**src/rtl/jtag_tap_param_if.sv**
```systemverilog
// rtl/jtag_tap_param_if.sv - JTAG serial pin bundle (TMS/TDI in, TDO/TDO_en out)
interface jtag_tap_param_if;
  logic TMS;
  logic TDI;
  logic TDO;
  logic TDO_en;

  modport master (output TMS, output TDI, input TDO, input TDO_en);
  modport slave  (input TMS, input TDI, output TDO, output TDO_en);
endinterface

```
**src/rtl/jtag_tap_param.sv**
```systemverilog
// rtl/jtag_tap_param.sv - parametrised IEEE 1149.1 TAP with IR, IDCODE, bypass, BSR and USER hook
module jtag_tap_param #(
  parameter int unsigned IR_size      = 4,
  parameter int unsigned BSR_size     = 248,
  parameter logic [31:0] IDCODE_VALUE = 32'h1234_5003,
  parameter int unsigned OP_EXTEST    = 0,
  parameter int unsigned OP_SAMPLE    = 1,
  parameter int unsigned OP_IDCODE    = 2,
  parameter int unsigned OP_INTEST    = 3,
  parameter int unsigned OP_USER      = 4
) (
  input  logic                TCK,
  input  logic                reset,
  jtag_tap_param_if.slave     jtag,
  output logic [3:0]          tap_state,
  input  logic [BSR_size-1:0] bsr_capture_in,
  output logic [BSR_size-1:0] bsr_update_out,
  output logic                extest_mode,
  output logic                intest_mode,
  output logic                user_select,
  output logic                user_capture,
  output logic                user_shift,
  output logic                user_update,
  input  logic                user_tdo
);

  typedef enum logic [3:0] {
    EXIT2_DR   = 4'h0, EXIT1_DR   = 4'h1, SHIFT_DR   = 4'h2, PAUSE_DR   = 4'h3,
    SELECT_IR  = 4'h4, UPDATE_DR  = 4'h5, CAPTURE_DR = 4'h6, SELECT_DR  = 4'h7,
    EXIT2_IR   = 4'h8, EXIT1_IR   = 4'h9, SHIFT_IR   = 4'hA, PAUSE_IR   = 4'hB,
    RUN_IDLE   = 4'hC, UPDATE_IR  = 4'hD, CAPTURE_IR = 4'hE, TEST_RESET = 4'hF
  } tap_state_e;

  tap_state_e          state_q, state_d;
  logic [IR_size-1:0]  ir_shift_q, ir_shift_d;
  logic [IR_size-1:0]  ir_q, ir_d;
  logic                bypass_q, bypass_d;
  logic [31:0]         idcode_q, idcode_d;
  logic [BSR_size-1:0] bsr_shift_q, bsr_shift_d;
  logic [BSR_size-1:0] bsr_upd_q, bsr_upd_d;
  logic                extest_q, extest_d;
  logic                intest_q, intest_d;
  logic                user_sel_q, user_sel_d;

  logic clear;
  logic sel_user, sel_idcode, sel_bsr;

  always_comb begin
    state_d = state_q;
    case (state_q)
      TEST_RESET: state_d = jtag.TMS ? TEST_RESET : RUN_IDLE;
      RUN_IDLE:   state_d = jtag.TMS ? SELECT_DR  : RUN_IDLE;
      SELECT_DR:  state_d = jtag.TMS ? SELECT_IR  : CAPTURE_DR;
      CAPTURE_DR: state_d = jtag.TMS ? EXIT1_DR   : SHIFT_DR;
      SHIFT_DR:   state_d = jtag.TMS ? EXIT1_DR   : SHIFT_DR;
      EXIT1_DR:   state_d = jtag.TMS ? UPDATE_DR  : PAUSE_DR;
      PAUSE_DR:   state_d = jtag.TMS ? EXIT2_DR   : PAUSE_DR;
      EXIT2_DR:   state_d = jtag.TMS ? UPDATE_DR  : SHIFT_DR;
      UPDATE_DR:  state_d = jtag.TMS ? SELECT_DR  : RUN_IDLE;
      SELECT_IR:  state_d = jtag.TMS ? TEST_RESET : CAPTURE_IR;
      CAPTURE_IR: state_d = jtag.TMS ? EXIT1_IR   : SHIFT_IR;
      SHIFT_IR:   state_d = jtag.TMS ? EXIT1_IR   : SHIFT_IR;
      EXIT1_IR:   state_d = jtag.TMS ? UPDATE_IR  : PAUSE_IR;
      PAUSE_IR:   state_d = jtag.TMS ? EXIT2_IR   : PAUSE_IR;
      EXIT2_IR:   state_d = jtag.TMS ? UPDATE_IR  : SHIFT_IR;
      UPDATE_IR:  state_d = jtag.TMS ? SELECT_DR  : RUN_IDLE;
      default:    state_d = TEST_RESET;
    endcase
    if (reset) state_d = TEST_RESET;
  end

  // DR selection; anything not decoded falls through to the bypass bit
  always_comb begin
    sel_user   = (ir_q == IR_size'(OP_USER));
    sel_idcode = !sel_user && (ir_q == IR_size'(OP_IDCODE));
    sel_bsr    = !sel_user && !sel_idcode &&
                 ((ir_q == IR_size'(OP_EXTEST)) || (ir_q == IR_size'(OP_SAMPLE)) ||
                  (ir_q == IR_size'(OP_INTEST)));
  end

  always_comb begin
    clear       = reset || (state_q == TEST_RESET);
    ir_shift_d  = ir_shift_q;
    ir_d        = ir_q;
    bypass_d    = bypass_q;
    idcode_d    = idcode_q;
    bsr_shift_d = bsr_shift_q;
    bsr_upd_d   = bsr_upd_q;
    if (clear) begin
      ir_shift_d  = '0;
      ir_d        = IR_size'(OP_IDCODE);
      bypass_d    = 1'b0;
      idcode_d    = '0;
      bsr_shift_d = '0;
      bsr_upd_d   = '0;
    end else begin
      case (state_q)
        CAPTURE_IR: ir_shift_d = IR_size'(1);
        SHIFT_IR: begin
          ir_shift_d              = ir_shift_q >> 1;
          ir_shift_d[IR_size-1]   = jtag.TDI;
        end
        UPDATE_IR:  ir_d = ir_shift_q;
        CAPTURE_DR: begin
          if (sel_idcode)   idcode_d    = IDCODE_VALUE;
          else if (sel_bsr) bsr_shift_d = bsr_capture_in;
          else if (!sel_user) bypass_d  = 1'b0;
        end
        SHIFT_DR: begin
          if (sel_idcode) begin
            idcode_d = {jtag.TDI, idcode_q[31:1]};
          end else if (sel_bsr) begin
            bsr_shift_d             = bsr_shift_q >> 1;
            bsr_shift_d[BSR_size-1] = jtag.TDI;
          end else if (!sel_user) begin
            bypass_d = jtag.TDI;
          end
        end
        UPDATE_DR: if (sel_bsr) bsr_upd_d = bsr_shift_q;
        default: ;
      endcase
    end
    // Modes follow the latch value being written so they line up with the new decode
    extest_d   = (ir_d == IR_size'(OP_EXTEST));
    intest_d   = (ir_d == IR_size'(OP_INTEST));
    user_sel_d = (ir_d == IR_size'(OP_USER));
  end

  always_ff @(posedge TCK) begin
    state_q     <= state_d;
    ir_shift_q  <= ir_shift_d;
    ir_q        <= ir_d;
    bypass_q    <= bypass_d;
    idcode_q    <= idcode_d;
    bsr_shift_q <= bsr_shift_d;
    bsr_upd_q   <= bsr_upd_d;
    extest_q    <= extest_d;
    intest_q    <= intest_d;
    user_sel_q  <= user_sel_d;
  end

  always_comb begin
    jtag.TDO = 1'b0;
    if (state_q == SHIFT_IR) begin
      jtag.TDO = ir_shift_q[0];
    end else if (state_q == SHIFT_DR) begin
      if (sel_user)        jtag.TDO = user_tdo;
      else if (sel_idcode) jtag.TDO = idcode_q[0];
      else if (sel_bsr)    jtag.TDO = bsr_shift_q[0];
      else                 jtag.TDO = bypass_q;
    end
  end

  assign jtag.TDO_en    = (state_q == SHIFT_IR) || (state_q == SHIFT_DR);
  assign tap_state      = state_q;
  assign bsr_update_out = bsr_upd_q;
  assign extest_mode    = extest_q;
  assign intest_mode    = intest_q;
  assign user_select    = user_sel_q;
  assign user_capture   = user_sel_q && (state_q == CAPTURE_DR);
  assign user_shift     = user_sel_q && (state_q == SHIFT_DR);
  assign user_update    = user_sel_q && (state_q == UPDATE_DR);

endmodule

```
**src/flat_wrapper.sv**
```systemverilog
// flat-port wrapper written by rule: the top's interface ports become plain ports
module jtag_tap_param_flat 
#(
  parameter int unsigned IR_size      = 4,
  parameter int unsigned BSR_size     = 248,
  parameter logic [31:0] IDCODE_VALUE = 32'h1234_5003,
  parameter int unsigned OP_EXTEST    = 0,
  parameter int unsigned OP_SAMPLE    = 1,
  parameter int unsigned OP_IDCODE    = 2,
  parameter int unsigned OP_INTEST    = 3,
  parameter int unsigned OP_USER      = 4
)
  (TCK, reset, tap_state, bsr_capture_in, bsr_update_out, extest_mode, intest_mode, user_select, user_capture, user_shift, user_update, user_tdo, jtag_TMS, jtag_TDI, jtag_TDO, jtag_TDO_en);
  jtag_tap_param_if jtag_i ();
  input  logic TCK;
  input  logic reset;
  output logic [3:0] tap_state;
  input  logic [BSR_size-1:0] bsr_capture_in;
  output logic [BSR_size-1:0] bsr_update_out;
  output logic extest_mode;
  output logic intest_mode;
  output logic user_select;
  output logic user_capture;
  output logic user_shift;
  output logic user_update;
  input  logic user_tdo;
  input wire logic [$bits(jtag_i.TMS)-1:0] jtag_TMS;
  input wire logic [$bits(jtag_i.TDI)-1:0] jtag_TDI;
  output wire logic [$bits(jtag_i.TDO)-1:0] jtag_TDO;
  output wire logic [$bits(jtag_i.TDO_en)-1:0] jtag_TDO_en;
  assign jtag_i.TMS = jtag_TMS;
  assign jtag_i.TDI = jtag_TDI;
  assign jtag_TDO = jtag_i.TDO;
  assign jtag_TDO_en = jtag_i.TDO_en;
  jtag_tap_param #(.IR_size(IR_size), .BSR_size(BSR_size), .IDCODE_VALUE(IDCODE_VALUE), .OP_EXTEST(OP_EXTEST), .OP_SAMPLE(OP_SAMPLE), .OP_IDCODE(OP_IDCODE), .OP_INTEST(OP_INTEST), .OP_USER(OP_USER)) u_core (.TCK(TCK), .reset(reset), .jtag(jtag_i), .tap_state(tap_state), .bsr_capture_in(bsr_capture_in), .bsr_update_out(bsr_update_out), .extest_mode(extest_mode), .intest_mode(intest_mode), .user_select(user_select), .user_capture(user_capture), .user_shift(user_shift), .user_update(user_update), .user_tdo(user_tdo));
endmodule
```
**config.mk**
```make
export PLATFORM = sky130hd
export DESIGN_NAME = jtag_tap_param_flat
export DESIGN_NICKNAME = d
export VERILOG_FILES = /design/src/rtl/jtag_tap_param_if.sv /design/src/rtl/jtag_tap_param.sv /design/src/flat_wrapper.sv
export SDC_FILE = /design/constraint.sdc
export NUM_CORES = 1
export LEC_CHECK = 0
export BUFFER_PORTS_ARGS = -buffer_cell sky130_fd_sc_hd__buf_2
export CORE_ASPECT_RATIO = 0.6
export CORE_UTILIZATION = 25
export DETAILED_ROUTE_END_ITERATION = 16
export HOLD_SLACK_MARGIN = 0.1
export SLEW_MARGIN = 20
export SYNTH_ARGS = -nofsm -noshare
export SYNTH_HDL_FRONTEND = slang
export SYNTH_SLANG_ARGS = --single-unit
```
**constraint.sdc**
```tcl
create_clock -name TCK -period 1.4 [get_ports TCK]
set_input_delay 0.07 -clock TCK [delete_from_list [all_inputs] [get_ports TCK]]
set_output_delay 0.07 -clock TCK [all_outputs]
set_load 0.05 [all_outputs]
```
==> results.py <==
metrics = {
    "timing": {
        "relSlewSlack_pct": 71.0,
        "fin_tns_setup_ns": -252.79,
        "min_period_over_period_pct": 148,
        "skew_ns": 0.0272,
        "finalWorstSetupSlack_ns": -0.674,
        "worst_pin_slew_ns": 0.435,
        "period_needed_ns": 2.07,
        "fmax_mhz": 482,
        "finalMaxSlewViolations": 0,
        "setup_viol": 568,
        "finalHoldViolations": 0,
        "rsz0062_at_grt": "true",
    },
    "die": {
        "ios": 513,
        "dieHeight_um": 226,
        "start_util_pct": 25.4,
        "coreArea_um2": 82100,
        "die_area_um2": 84800,
        "rows": 81,
        "die_x_um": 375,
    },
    "pwr": {
        "power_mw": 36.5,
        "p_per_area_nw_per_um2": 969,
        "leakage_nw": 15.1,
        "irDropWorstVdd_v": 0.000825,
    },
    "global_route": {
        "grt_pass1_vias": 22000,
        "grt.total_usage_pct": 19.4,
        "grt_max_degree": 43,
        "antenna_found_initial": 5,
        "grt_overflow": 0,
        "grt_pass1_wl_um": 130000,
    },
    "min_path": {
        "min_from": "bsr_capture_in[210]",
        "worstHoldPathType": "primary input to flip-flop",
    },
    "placement": {
        "portBuffers": 512,
        "dpl_cell_area_um2": 26000,
        "dpl.cell_count": 4265,
        "gp_congestion": 0.839,
        "dp_hpwl_um": 50900,
    },
    "clock_network": {
        "cts_buffers": 54,
        "ctsLongestPathBuffers": 3,
        "clk_pin_slew_ns": 0.07,
        "cts_tree": "built",
        "clock_sinks": 544,
        "htreeDepth": 2,
        "clock_latency_ns": 0.63,
        "cts_root_buf": "clkbuf_16",
    },
    "logic_synthesis": {
        "ys_async_sr_fraction_pct": 0,
        "synth_edf_count": 0,
        "ys_types": 37,
        "ys_ff_latch": 544,
        "synth_ff_type": "dfxtp_1",
        "synth_area_um2": 20900,
        "syn-instance-count": 2699,
        "yosysWarningCount": 0,
        "ys_seq_area_share_pct": 52.1,
        "syn-num-nets": 2952,
        "synth.avg_cell_area_um2": 7.74,
    },
    "setup_path": {
        "crit_required_ns": 1.33,
        "r2r_start": "u_core.tap_state[2]$_SDFF_PP1_",
        "slowest_stage": "dfxtp_4",
        "start_kind": "flip-flop",
        "crit_path_frequent_cell": "buf_12",
        "worst-setup-path-type": "flip-flop to primary output",
        "crit_path_max_incr_delay_ns": 0.36,
        "cp.arrival_ns": 2.00,
        "worstSetupEndpointType": "primary output",
        "path_max_fanout": 3,
        "path_cells": "buf_12, nor3b_4, nand2b_4, a31oi_4, a32o_2, buf_12",
        "startpoint": "u_core.tap_state[0]$_SDFF_PP1_",
    },
    "routing": {
        "ant_nets": 0,
        "routed_wl_um": 96500,
        "wl_per_cell_um": 19.9,
        "num_vias": 24200,
        "first_pass_iters": 5,
        "viasPerCell": 5.00,
        "drt_iter0_drc": 2420,
        "drc": 0,
    },
    "cells_and_area": {
        "syn_to_final_growth_pct": 80.2,
        "design_area_um2": 37600,
        "fillers": 7501,
        "drive_above_1_share_pct": 40.4,
        "num-nets-final": 3970,
        "finish.utilization_pct": 45.9,
        "fin_cells": 4842,
    },
    "run": {
        "cap_viol_max_count": 0,
    },
    "outcome": {
        "violations": "negative setup slack",
        "status": "complete, but fails checks",
    },
}
## cells in the final DEF, fill, tap and decap left out, types with 5 or more instances in the layout
cell type	synthesis	layout
nand2_1	1023	820
buf_6	6	62
a21oi_2	0	133
clkbuf_1	60	10
buf_4	38	119
a31oi_1	249	231
nand2_2	0	89
nor3_1	22	21
dlygate4sd3_1	0	251
dfxtp_1	544	537
o21ai_2	0	94
clkinv_2	0	6
buf_12	0	117
nand3_1	26	25
clkbuf_16	0	92
buf_2	135	504
nor2_1	20	19
bufinv_16	0	9
o21ai_1	66	66
nand2_4	0	114
buf_8	0	47
dfxtp_4	0	5
o21ai_0	188	90
clkbuf_8	0	10
inv_6	0	5
buf_16	0	59
a21oi_1	280	147
a31oi_4	0	16
## cell usage after synthesis (2+ instances only)
library cell | number | share of area [%]
a211o_1 | 2 | 0.084
a21oi_1 | 280 | 6.7
a31oi_1 | 249 | 7.5
and2_1 | 5 | 0.15
and3_1 | 3 | 0.090
buf_2 | 135 | 3.2
buf_4 | 38 | 1.4
buf_6 | 6 | 0.32
clkbuf_1 | 60 | 1.1
dfxtp_1 | 544 | 52
inv_1 | 4 | 0.072
mux2i_1 | 4 | 0.19
nand2_1 | 1023 | 18
nand2b_1 | 3 | 0.090
nand3_1 | 26 | 0.62
nor2_1 | 20 | 0.36
nor2b_1 | 2 | 0.060
nor3_1 | 22 | 0.53
nor3b_1 | 2 | 0.072
nor4_1 | 2 | 0.060
o21ai_0 | 188 | 4.5
o21ai_1 | 66 | 1.6
## where the power goes
group | total, mW | internal [mW] | switching (mW) | leakage, nW
logic | 4.82 | 2.51 | 2.30 | 9.83
clock network | 16.1 | 9.31 | 6.75 | 0.930
registers | 15.6 | 15.5 | 0.0605 | 4.38
total | 36.5 | 27.4 | 9.11 | 15.1
## registers in the layout, summed over array words and instances (netlist names)
signal	flops
u_core.ir_shift_q	4
u_core.tap_state	4
u_core.extest_mode	1
u_core.user_select	1
u_core.idcode_q	32
u_core.intest_mode	1
u_core.ir_q	4
u_core.bsr_shift_q	248
u_core.bypass_q	1
u_core.bsr_update_out	248
## cell type report
cell class	instances	area [um^2]	share of cell area [%]
diodes	4	10.0	0.0266
clock buffers	74	1530	4.06
clock inverters	24	383	1.02
inverters	5	18.8	0.0499
multi-input cells	1911	11100	29.4
flip-flops and latches	544	10900	29.0
well taps	1079	1350	3.59
repair buffers	1201	12400	32.9
## per-layer routing
metal / track usage (%) / share of wire, % / routed length (um) / vias to the layer above
li1: - / - / - / 11200
met1: 28.7 / 46 / 44200 / 11700
met2: 29.0 / 44 / 42400 / 1099
met3: 3.41 / 8.0 / 7750 / 194
met4: 4.71 / 2.3 / 2200 / 0
met5: 0 / 0 / 0 / -
## per-stage QoR
step / hold WS (ns) / setup slack (ns)
CTS: 0.205 / -0.681
floorplan: 0.156 / -0.497
global placement: 0.336 / -0.269
detailed placement: 0.336 / -0.285
global route: 0.228 / -0.757
finish: 0.247 / -0.674
## logic make-up after synthesis
group,after synthesis,share of synthesized area (%)
simple gates,1114,20.8
compound gates,793,20.8
flops,544,52.1
buf+inv,244,6.09
mux,4,0.192
## path summary, 6_finish.rpt
kind | endpoint | slack, ns | cells past startpoint
worst min register to register | u_core.bsr_update_out[55]$_SDFFE_PP0P_ | 0.45 | 2
worst max-delay path | jtag_TDO | -0.67 | 6
worst max register to register | u_core.bsr_update_out[119]$_SDFFE_PP0P_ | -0.64 | 12
worst min-delay path | u_core.bsr_shift_q[210]$_SDFFE_PP0P_ | 0.25 | 4
## repair_timing
action	4_1_cts	5_1_grt
hold buffers	251	0
gates cloned	70	43
buffers inserted	87	67
setup endpoints to repair	555	574
gates resized for setup	288	734
hold endpoints to repair	257	0
pin swaps	141	334
## worst max-delay path, delay by kind of cell (launching register included)
family / cells / cell delay [ns]
flip-flops: 1 / 0.36
AND/OR/NAND/NOR: 2 / 0.35
AO/OA/AOI/OAI: 2 / 0.39
buffers and inverters: 2 / 0.28
Note: power is estimated with default switching activity, not from simulation.
